## src/rtl/uart_alu_pkg.sv

```systemverilog
// Shared definitions for the UART ALU requester slice.
// Holds the default operand/opcode widths, the default response timeout and
// the requester state encoding used by uart_alu_interface and the RTL.
package uart_alu_pkg;

  localparam int unsigned DEF_N_DATA         = 8;
  localparam int unsigned DEF_NB_OPERATION   = 6;
  localparam int unsigned DEF_TIMEOUT_CYCLES = 1000000;

  typedef enum logic [3:0] {
    IDLE     = 4'd0,
    SEND_A   = 4'd1,
    WAIT_A   = 4'd2,
    SEND_B   = 4'd3,
    WAIT_B   = 4'd4,
    SEND_OP  = 4'd5,
    WAIT_OP  = 4'd6,
    WAIT_RES = 4'd7,
    FINISH   = 4'd8
  } state_t;

endpackage

```

## src/rtl/uart_alu_interface.sv

```systemverilog
// Bundle of the requester's client-side and UART-side signals.
// master: the requester (drives o_*), slave: client + uart_tx/uart_rx side.
//   i_req, i_data_a, i_data_b, i_op     transaction request and operands
//   o_tx_data, o_tx_start, i_tx_done    byte path towards uart_tx
//   i_rx_data, i_rx_done                byte path from uart_rx
//   o_busy, o_done, o_result, o_timeout status and result
interface uart_alu_interface
  import uart_alu_pkg::*;
#(
  parameter int unsigned N_DATA       = DEF_N_DATA,
  parameter int unsigned NB_OPERATION = DEF_NB_OPERATION
) ();

  logic                    i_req;
  logic [N_DATA-1:0]       i_data_a;
  logic [N_DATA-1:0]       i_data_b;
  logic [NB_OPERATION-1:0] i_op;
  logic [N_DATA-1:0]       o_tx_data;
  logic                    o_tx_start;
  logic                    i_tx_done;
  logic [N_DATA-1:0]       i_rx_data;
  logic                    i_rx_done;
  logic                    o_busy;
  logic                    o_done;
  logic [N_DATA-1:0]       o_result;
  logic                    o_timeout;

  modport master (
    input  i_req, i_data_a, i_data_b, i_op, i_tx_done, i_rx_data, i_rx_done,
    output o_tx_data, o_tx_start, o_busy, o_done, o_result, o_timeout
  );

  modport slave (
    output i_req, i_data_a, i_data_b, i_op, i_tx_done, i_rx_data, i_rx_done,
    input  o_tx_data, o_tx_start, o_busy, o_done, o_result, o_timeout
  );

endinterface

```

## src/rtl/uart_alu_req_timer.sv

```systemverilog
// Response timeout counter for the requester.
// Ports: i_clk, i_rst (async active-low), i_clear (hold count at 0),
//        i_enable (count cycles), o_expired (high on the last allowed cycle).
// The count starts at 0 on the first enabled cycle; o_expired is asserted
// while the count equals TIMEOUT_CYCLES-1 and the counter is enabled.
module uart_alu_req_timer
  import uart_alu_pkg::*;
#(
  parameter int unsigned TIMEOUT_CYCLES = DEF_TIMEOUT_CYCLES
) (
  input  logic i_clk,
  input  logic i_rst,
  input  logic i_clear,
  input  logic i_enable,
  output logic o_expired
);

  localparam int unsigned      CNT_W    = (TIMEOUT_CYCLES > 1) ? $clog2(TIMEOUT_CYCLES) : 1;
  localparam logic [CNT_W-1:0] CNT_LAST = CNT_W'(TIMEOUT_CYCLES - 1);

  logic [CNT_W-1:0] cnt_q;

  assign o_expired = i_enable && (cnt_q == CNT_LAST);

  // Saturates at the last value so a late clear never sees a wrapped count.
  always_ff @(posedge i_clk or negedge i_rst) begin
    if (!i_rst) begin
      cnt_q <= '0;
    end else if (i_clear) begin
      cnt_q <= '0;
    end else if (i_enable && !o_expired) begin
      cnt_q <= cnt_q + CNT_W'(1);
    end
  end

endmodule

```

## src/rtl/uart_alu_requester.sv

```systemverilog
// Sends operand A, operand B and the zero-extended opcode to a UART
// transmitter, then waits for the one-byte ALU result from the UART receiver.
// Ports: i_clk, i_rst (async active-low), bus (uart_alu_interface.master).
// Optional feature: define UART_ALU_REQ_TIMEOUT_EN to abort the wait for the
// result after TIMEOUT_CYCLES cycles with a one-cycle o_timeout pulse.
module uart_alu_requester
  import uart_alu_pkg::*;
#(
  parameter int unsigned N_DATA         = DEF_N_DATA,
  parameter int unsigned NB_OPERATION   = DEF_NB_OPERATION,
  parameter int unsigned TIMEOUT_CYCLES = DEF_TIMEOUT_CYCLES
) (
  input logic               i_clk,
  input logic               i_rst,
  uart_alu_interface.master bus
);

  state_t                  state_q;
  logic [N_DATA-1:0]       b_q;
  logic [NB_OPERATION-1:0] op_q;
  logic [N_DATA-1:0]       tx_data_q;
  logic [N_DATA-1:0]       result_q;
  logic                    tx_start_q;
  logic                    busy_q;
  logic                    done_q;

`ifdef UART_ALU_REQ_TIMEOUT_EN
  logic timeout_q;
  logic expired;
  logic in_wait_res;

  assign in_wait_res = (state_q == WAIT_RES);

  uart_alu_req_timer #(
    .TIMEOUT_CYCLES (TIMEOUT_CYCLES)
  ) u_timer (
    .i_clk     (i_clk),
    .i_rst     (i_rst),
    .i_clear   (!in_wait_res),
    .i_enable  (in_wait_res),
    .o_expired (expired)
  );

  assign bus.o_timeout = timeout_q;
`else
  logic unused_timeout_cfg;

  assign unused_timeout_cfg = ^32'(TIMEOUT_CYCLES);
  assign bus.o_timeout      = 1'b0;
`endif

  assign bus.o_tx_data  = tx_data_q;
  assign bus.o_tx_start = tx_start_q;
  assign bus.o_busy     = busy_q;
  assign bus.o_done     = done_q;
  assign bus.o_result   = result_q;

  // Transaction FSM. Outputs are loaded on the edge that enters a state, so
  // o_tx_start is high exactly during the SEND_x cycle and o_done exactly
  // during FINISH. SEND_x never looks at i_tx_done, which drops a done that
  // coincides with the start strobe.
  always_ff @(posedge i_clk or negedge i_rst) begin
    if (!i_rst) begin
      state_q    <= IDLE;
      b_q        <= '0;
      op_q       <= '0;
      tx_data_q  <= '0;
      result_q   <= '0;
      tx_start_q <= 1'b0;
      busy_q     <= 1'b0;
      done_q     <= 1'b0;
`ifdef UART_ALU_REQ_TIMEOUT_EN
      timeout_q  <= 1'b0;
`endif
    end else begin
      tx_start_q <= 1'b0;
      done_q     <= 1'b0;
`ifdef UART_ALU_REQ_TIMEOUT_EN
      timeout_q  <= 1'b0;
`endif
      unique case (state_q)
        IDLE: begin
          if (bus.i_req) begin
            b_q        <= bus.i_data_b;
            op_q       <= bus.i_op;
            tx_data_q  <= bus.i_data_a;
            tx_start_q <= 1'b1;
            busy_q     <= 1'b1;
            state_q    <= SEND_A;
          end
        end
        SEND_A: state_q <= WAIT_A;
        WAIT_A: begin
          if (bus.i_tx_done) begin
            tx_data_q  <= b_q;
            tx_start_q <= 1'b1;
            state_q    <= SEND_B;
          end
        end
        SEND_B: state_q <= WAIT_B;
        WAIT_B: begin
          if (bus.i_tx_done) begin
            tx_data_q  <= N_DATA'(op_q);
            tx_start_q <= 1'b1;
            state_q    <= SEND_OP;
          end
        end
        SEND_OP: state_q <= WAIT_OP;
        WAIT_OP: begin
          if (bus.i_tx_done) begin
            state_q <= WAIT_RES;
          end
        end
        WAIT_RES: begin
          // A result byte wins over a timeout expiring in the same cycle.
          if (bus.i_rx_done) begin
            result_q <= bus.i_rx_data;
            done_q   <= 1'b1;
            state_q  <= FINISH;
          end
`ifdef UART_ALU_REQ_TIMEOUT_EN
          else if (expired) begin
            timeout_q <= 1'b1;
            busy_q    <= 1'b0;
            state_q   <= IDLE;
          end
`endif
        end
        FINISH: begin
          busy_q  <= 1'b0;
          state_q <= IDLE;
        end
        default: begin
          busy_q  <= 1'b0;
          state_q <= IDLE;
        end
      endcase
    end
  end

endmodule
```

## src/flat_wrapper.sv

```systemverilog
// flat-port wrapper written by rule: the top's interface ports become plain ports
module uart_alu_requester_flat import uart_alu_pkg::*;
#(
  parameter int unsigned N_DATA         = DEF_N_DATA,
  parameter int unsigned NB_OPERATION   = DEF_NB_OPERATION,
  parameter int unsigned TIMEOUT_CYCLES = DEF_TIMEOUT_CYCLES
)
  (i_clk, i_rst, bus_i_req, bus_i_data_a, bus_i_data_b, bus_i_op, bus_i_tx_done, bus_i_rx_data, bus_i_rx_done, bus_o_tx_data, bus_o_tx_start, bus_o_busy, bus_o_done, bus_o_result, bus_o_timeout);
  uart_alu_interface #(.N_DATA(N_DATA), .NB_OPERATION(NB_OPERATION)) bus_i ();
  input logic i_clk;
  input logic i_rst;
  input wire logic [$bits(bus_i.i_req)-1:0] bus_i_req;
  input wire logic [$bits(bus_i.i_data_a)-1:0] bus_i_data_a;
  input wire logic [$bits(bus_i.i_data_b)-1:0] bus_i_data_b;
  input wire logic [$bits(bus_i.i_op)-1:0] bus_i_op;
  input wire logic [$bits(bus_i.i_tx_done)-1:0] bus_i_tx_done;
  input wire logic [$bits(bus_i.i_rx_data)-1:0] bus_i_rx_data;
  input wire logic [$bits(bus_i.i_rx_done)-1:0] bus_i_rx_done;
  output wire logic [$bits(bus_i.o_tx_data)-1:0] bus_o_tx_data;
  output wire logic [$bits(bus_i.o_tx_start)-1:0] bus_o_tx_start;
  output wire logic [$bits(bus_i.o_busy)-1:0] bus_o_busy;
  output wire logic [$bits(bus_i.o_done)-1:0] bus_o_done;
  output wire logic [$bits(bus_i.o_result)-1:0] bus_o_result;
  output wire logic [$bits(bus_i.o_timeout)-1:0] bus_o_timeout;
  assign bus_i.i_req = bus_i_req;
  assign bus_i.i_data_a = bus_i_data_a;
  assign bus_i.i_data_b = bus_i_data_b;
  assign bus_i.i_op = bus_i_op;
  assign bus_i.i_tx_done = bus_i_tx_done;
  assign bus_i.i_rx_data = bus_i_rx_data;
  assign bus_i.i_rx_done = bus_i_rx_done;
  assign bus_o_tx_data = bus_i.o_tx_data;
  assign bus_o_tx_start = bus_i.o_tx_start;
  assign bus_o_busy = bus_i.o_busy;
  assign bus_o_done = bus_i.o_done;
  assign bus_o_result = bus_i.o_result;
  assign bus_o_timeout = bus_i.o_timeout;
  uart_alu_requester #(.N_DATA(N_DATA), .NB_OPERATION(NB_OPERATION), .TIMEOUT_CYCLES(TIMEOUT_CYCLES)) u_core (.i_clk(i_clk), .i_rst(i_rst), .bus(bus_i));
endmodule
```

## config.mk

```make
export PLATFORM = sky130hd
export DESIGN_NAME = uart_alu_requester_flat
export DESIGN_NICKNAME = d
export VERILOG_FILES = /design/src/rtl/uart_alu_pkg.sv /design/src/rtl/uart_alu_interface.sv /design/src/rtl/uart_alu_req_timer.sv /design/src/rtl/uart_alu_requester.sv /design/src/flat_wrapper.sv
export SDC_FILE = /design/constraint.sdc
export NUM_CORES = 1
export LEC_CHECK = 0
export ABC_AREA = 1
export CORE_MARGIN = 3
export CORE_UTILIZATION = 33
export CTS_BUF_LIST = sky130_fd_sc_hd__clkbuf_4 sky130_fd_sc_hd__clkbuf_8
export DETAILED_ROUTE_END_ITERATION = 8
export GPL_ROUTABILITY_DRIVEN = 0
export HOLD_SLACK_MARGIN = 0.02
export PLACE_DENSITY = 0.64
export SYNTH_ARGS = -nofsm -noshare
export SYNTH_HDL_FRONTEND = slang
export SYNTH_SLANG_ARGS = --single-unit
```

## constraint.sdc

```tcl
create_clock -name i_clk -period 2.8 [get_ports i_clk]
set_input_delay 0.7 -clock i_clk [delete_from_list [all_inputs] [get_ports i_clk]]
set_output_delay 0.7 -clock i_clk [all_outputs]
set_load 0.1 [all_outputs]
```

==> Word level (Yosys, flattened, before mapping) <==
Cells that the tools add are included.
{ "op_classes": {"n_bitwise": 1, "muxes": 17, "eq_ne": 12, "n_reduce_logical": 9} }
{ "op_table": {"columns": ["cell", "n"], "rows": [
  ["one-hot mux 4 bit (8 select lines)", 1],
  ["two-way mux 8 bit", 3],
  ["one-hot mux 8 bit (3 select lines)", 1],
  ["two-way mux 4 bit", 5],
  ["== test 4 x 3 -> 1 bit (second input constant)", 4],
  ["inequality test 2 bit (second input constant)", 5],
  ["== test 4 x 2 -> 1 bit (second input constant)", 2],
  ["OR reduction 7 bit", 1],
  ["AND reduction 2 bit", 3],
  ["two-way mux 1 bit", 5],
  ["AND reduction 5 bit", 1],
  ["== test 4 x 1 -> 1 bit (second input constant)", 1],
  ["logical NOT 4 bit", 1],
  ["one-hot mux 1 bit (2 select lines)", 2],
  ["AND reduction 4 bit", 1],
  ["nonzero test 3 bit", 1],
  ["OR reduction 2 bit", 1],
  ["inverter 1 bit", 1]
]} }
{ "word_totals": {"out_inout_bits": 20, "input_bits": 35, "elab_cells": 47, "regBits": 37} }

==> Depth between registers and ports, before layout <==
{ "logic_depth": {"depth_word": 4, "depth_mapped": 9, "depth_no_buf": 9} }

==> Worst setup path after synthesis <==
Ideal clock, no wire load.
{ "synth_timing": {"kind": "register to output", "startpoint": "register u_core.busy_q, in the netlist u_core.bus.o_busy", "endpoint": "output bus_o_busy", "path_stages_with_launch": 1, "slack_ns": 1.202, "arrival_time_ns": 0.898, "required_ns": 2.100, "path_buffers": 0, "cell_sequence": "dfrtp_1"} }
{ "synth_rtl": {"columns": ["item", "line_no", "rtl"], "rows": [
  ["start, declared", "uart_alu_requester.sv:24", "logic busy_q;"],
  ["start signal, assigned", "uart_alu_requester.sv:70", "busy_q <= 1'b0;"],
  ["start signal, assigned", "uart_alu_requester.sv:88", "busy_q <= 1'b1;"],
  ["start signal, assigned", "uart_alu_requester.sv:130", "busy_q <= 1'b0;"],
  ["end, declared", "flat_wrapper.sv:21", "output wire logic [$bits(bus_i.o_busy)-1:0] bus_o_busy;"]
]} }
No word-level cell between the ends.

==> Worst setup path in the final report <==
{ "layout_timing": {"startpoint": "input bus_i_req", "endpoint": "register u_core.tx_data_q[5], in the netlist u_core.bus.o_tx_data[5]"} }
{ "layout_between": {"elab_chain_cells": 2} }
{ "layout_rtl": {"columns": ["item", "line_no", "rtl"], "rows": [
  ["start, declared", "flat_wrapper.sv:12", "input wire logic [$bits(bus_i.i_req)-1:0] bus_i_req;"],
  ["inequality test 2 bit (no source line)", null, null],
  ["AND reduction 4 bit (no source line)", null, null],
  ["end signal, assigned", "uart_alu_requester.sv:86", "tx_data_q <= bus.i_data_a;"],
  ["end signal, assigned", "uart_alu_requester.sv:95", "tx_data_q <= b_q;"],
  ["end signal, assigned", "uart_alu_requester.sv:103", "tx_data_q <= N_DATA'(op_q);"],
  ["end, declared", "uart_alu_requester.sv:21", "logic [N_DATA-1:0] tx_data_q;"]
]} }
Every way passes these cells.
A chain may end at the register's enable or synchronous reset.

==> flow_summary_export.csv <==
group,metric,value,unit
global_route,grt-ovfl-total,0,
synthesis,postSynthCellCount,197,
critical_path,cp_max_fo,16,
clocking,worstSkewPairLatency,0.28,ns
clocking,ctsHoldBuffers,0,
cells_and_area,nets,290,
timing,fin_crit,1.742,ns
timing,rsz0062_at_grt,"false",
clocking,cts_buffer_depth,2,
die,die_h,78.94,um
timing,fin_skew,0.005856,ns
timing,setup_viol_count_final,0,
clocking,cts_root_buffer,"clkbuf_8",
timing,fin_crit_sh,0.6221,
synthesis,synth_top_cell_area_share,0.5274,
synthesis,ys_seq_elements,37,
timing,slew_violations,0,
synthesis,synth_top_family_by_area,"simple AND/OR/NAND/NOR gates",
synthesis,syn_area,1755,um2
synthesis,synthAdderAreaFrac,0,
drt,firstDrtPassIters,4,
synthesis,yosys.area_share.simple,0.2808,
global_route,antenna_found_initial,0,
synthesis,synth_xor_xnor_area_share,0,
drt,drt_first_iter_violations,52,
die,die_w,78.94,um
critical_path,crit_start,"bus_i_req",
drt,viasPerCell,4.332,
timing,holdWs,0.4786,ns
die,start_util,0.3552,
critical_path,start_kind,"primary input",
clocking,post_cts_buffers,0,
die,die-area,6231,um2
clocking,clk_pin_slew,0.07,ns
critical_path,path_class,"in2reg",
cells_and_area,seq_area,925.9,um2
drt,drt.antenna.violating_nets,0,
synthesis,syn_avg_cell_area,8.911,um2
synthesis,ys_top_cells_by_count,"84 x nand2_1, 37 x dfrtp_1, 17 x inv_1",
status,status,"finished clean",
timing,relSlewSlack,0.4544,
timing,setup_slack,1.058,ns
synthesis,synth_mux_area_frac,0.1091,
critical_path,cp.arrival,1.91,ns
synthesis,synth.most_common_cell,"nand2_1",
cells_and_area,multi_input_area,733.2,um2
cells_and_area,drive_above_1_share,0.2000,
timing,fmax,574.1,MHz
global_route,grt_pass1_wl,6161,um
die,num_io_pins,55,
synthesis,synth-compound-area-share,0.02566,
power_and_ir_drop,worst_ir_drop_vdd,0.0005638,V
drt,routed_wl,3765,um
cells_and_area,fillers,530,
worst_hold_path,hp-start,"u_core.bus.o_result[3]",
global_route,grt.total_usage,0.1289,
global_route,grt_pass1_vias,1349,
synthesis,ys.flop_type,"dfrtp_1",
global_route,grt_max_degree,38,
place,hpwl,2838,um
clocking,ctsResizeCount,0,
timing,timing_hold_violations_final,0,
clocking,cts.sinks,37,
synthesis,synth_warnings,0,
drt,wl_per_cell,11.69,um
cells_and_area,num_antenna_cells,0,
critical_path,crit_path_end_kind,"register",
synthesis,post-synth-top-area-cell,"dfrtp_1",
run,maxCapViolCount,0,
power_and_ir_drop,p_per_area,1338,nW/um2
place,io_buffers,53,
place,post-place-ws,0.7506,ns
synthesis,synth_edf_count,0,
synthesis,async_flop_share,1.000,
clocking,tritoncts,"built",
timing,tns,0,ns
synthesis,ys_types,21,
critical_path,rr_startpoint,"u_core.state_q[0]",
clocking,cts_made_buffers,5,
synthesis,synth.area.top_cells,"dfrtp_1 53%, nand2_1 18%, mux2_4 7.7%",
drt,vias,1395,
power_and_ir_drop,total_power,0.003197,W
synthesis,syn_nets,232,
cells_and_area,area_growth,36.07,%
timing,tightest_slew,0.8184,ns
power_and_ir_drop,p_leak,1.271,nW
drt,drc_errors,0,
die,rows,25,
clocking,htree_levels,2,
critical_path,crit_required,2.96,ns
worst_hold_path,worstHoldPathType,"reg2reg",
die,core-area,4942,um2
synthesis,ys_seq_area_frac,0.5274,
## worst max-delay path, stage by stage
cell and delay (ns):
clkdlybuf4s50_1 0.52, nand3_4 0.28, nand2_4 0.23, inv_4 0.07
nand2_1 0.06, nand2_1 0.05
## logic make-up after synthesis
kind of cell           count (synthesis)
other                                  1
and+or+nand+nor                      114
DFF                                   37
buffers and inverters                 22
AOI/OAI and AO/OA                      9
muxes                                 14
## layout by cell type (no fill, tap or decap), drive strengths merged
cell type	synthesis	final
nand3b	1	1
buf	2	20
clkdlybuf4s50	0	33
inv	19	19
nor3	1	1
dfrtp	37	37
nor2	16	16
nand3	8	8
nand2	88	88
clkinv	1	1
o21ai	9	9
mux2	14	14
conb	1	1
clkbuf	0	7
## routing by layer
| metal | track usage | wire length (um) | vias up |
|---|---|---|---|
| met2 | 0.1910 | 1726 | 37 |
| met1 | 0.1743 | 1781 | 636 |
| li1 | - | - | 718 |
| met4 | 0.06186 | 70 | 0 |
| met3 | 0.03515 | 186 | 4 |
| met5 | 0 | 0 | - |
## worst paths after layout
kind / to / slack [ns] / cells past startpoint
setup / recovery: u_core.bus.o_tx_data[5] / 1.06 / 6
hold / removal: u_core.bus.o_result[3] / 0.48 / 2
setup reg to reg: u_core.bus.o_tx_data[5] / 1.28 / 7
hold reg to reg: u_core.bus.o_result[3] / 0.48 / 2
max in group asynchronous: u_core.bus.o_tx_data[6] / 1.77 / 1
min in group asynchronous: u_core.bus.o_result[4] / 0.51 / 1
## sequential cells by signal (all words and copies together), names as in the netlist
signal,flops
u_core.bus.o_result,8
u_core.bus.o_tx_start,1
u_core.bus.o_done,1
u_core.b_q,8
u_core.state_q,4
u_core.bus.o_tx_data,8
u_core.op_q,6
u_core.bus.o_busy,1
## metrics by stage
step,instance area [um2],cells,util
after floorplan,1755,197,-
final,2389,322,0.4833
after CTS,2389,322,0.4833
after detailed placement,2298,315,0.4651
after global placement,2298,315,0.4651
after global routing,2389,322,0.4833
## layout make-up
| cell class | count | area share |
|---|---|---|
| clock buffer | 7 | 0.03772 |
| inverter | 20 | 0.03248 |
| sequential | 37 | 0.3876 |
| tap | 67 | 0.03510 |
| timing repair buffer | 53 | 0.2001 |
| multi-input combinational | 138 | 0.3070 |
## where the power goes
group	internal, W	switching [W]
logic	0.000527	0.00135
clock network	0.000205	0.000176
registers	0.000783	0.000159
Note: power is estimated with default switching activity, not from simulation.
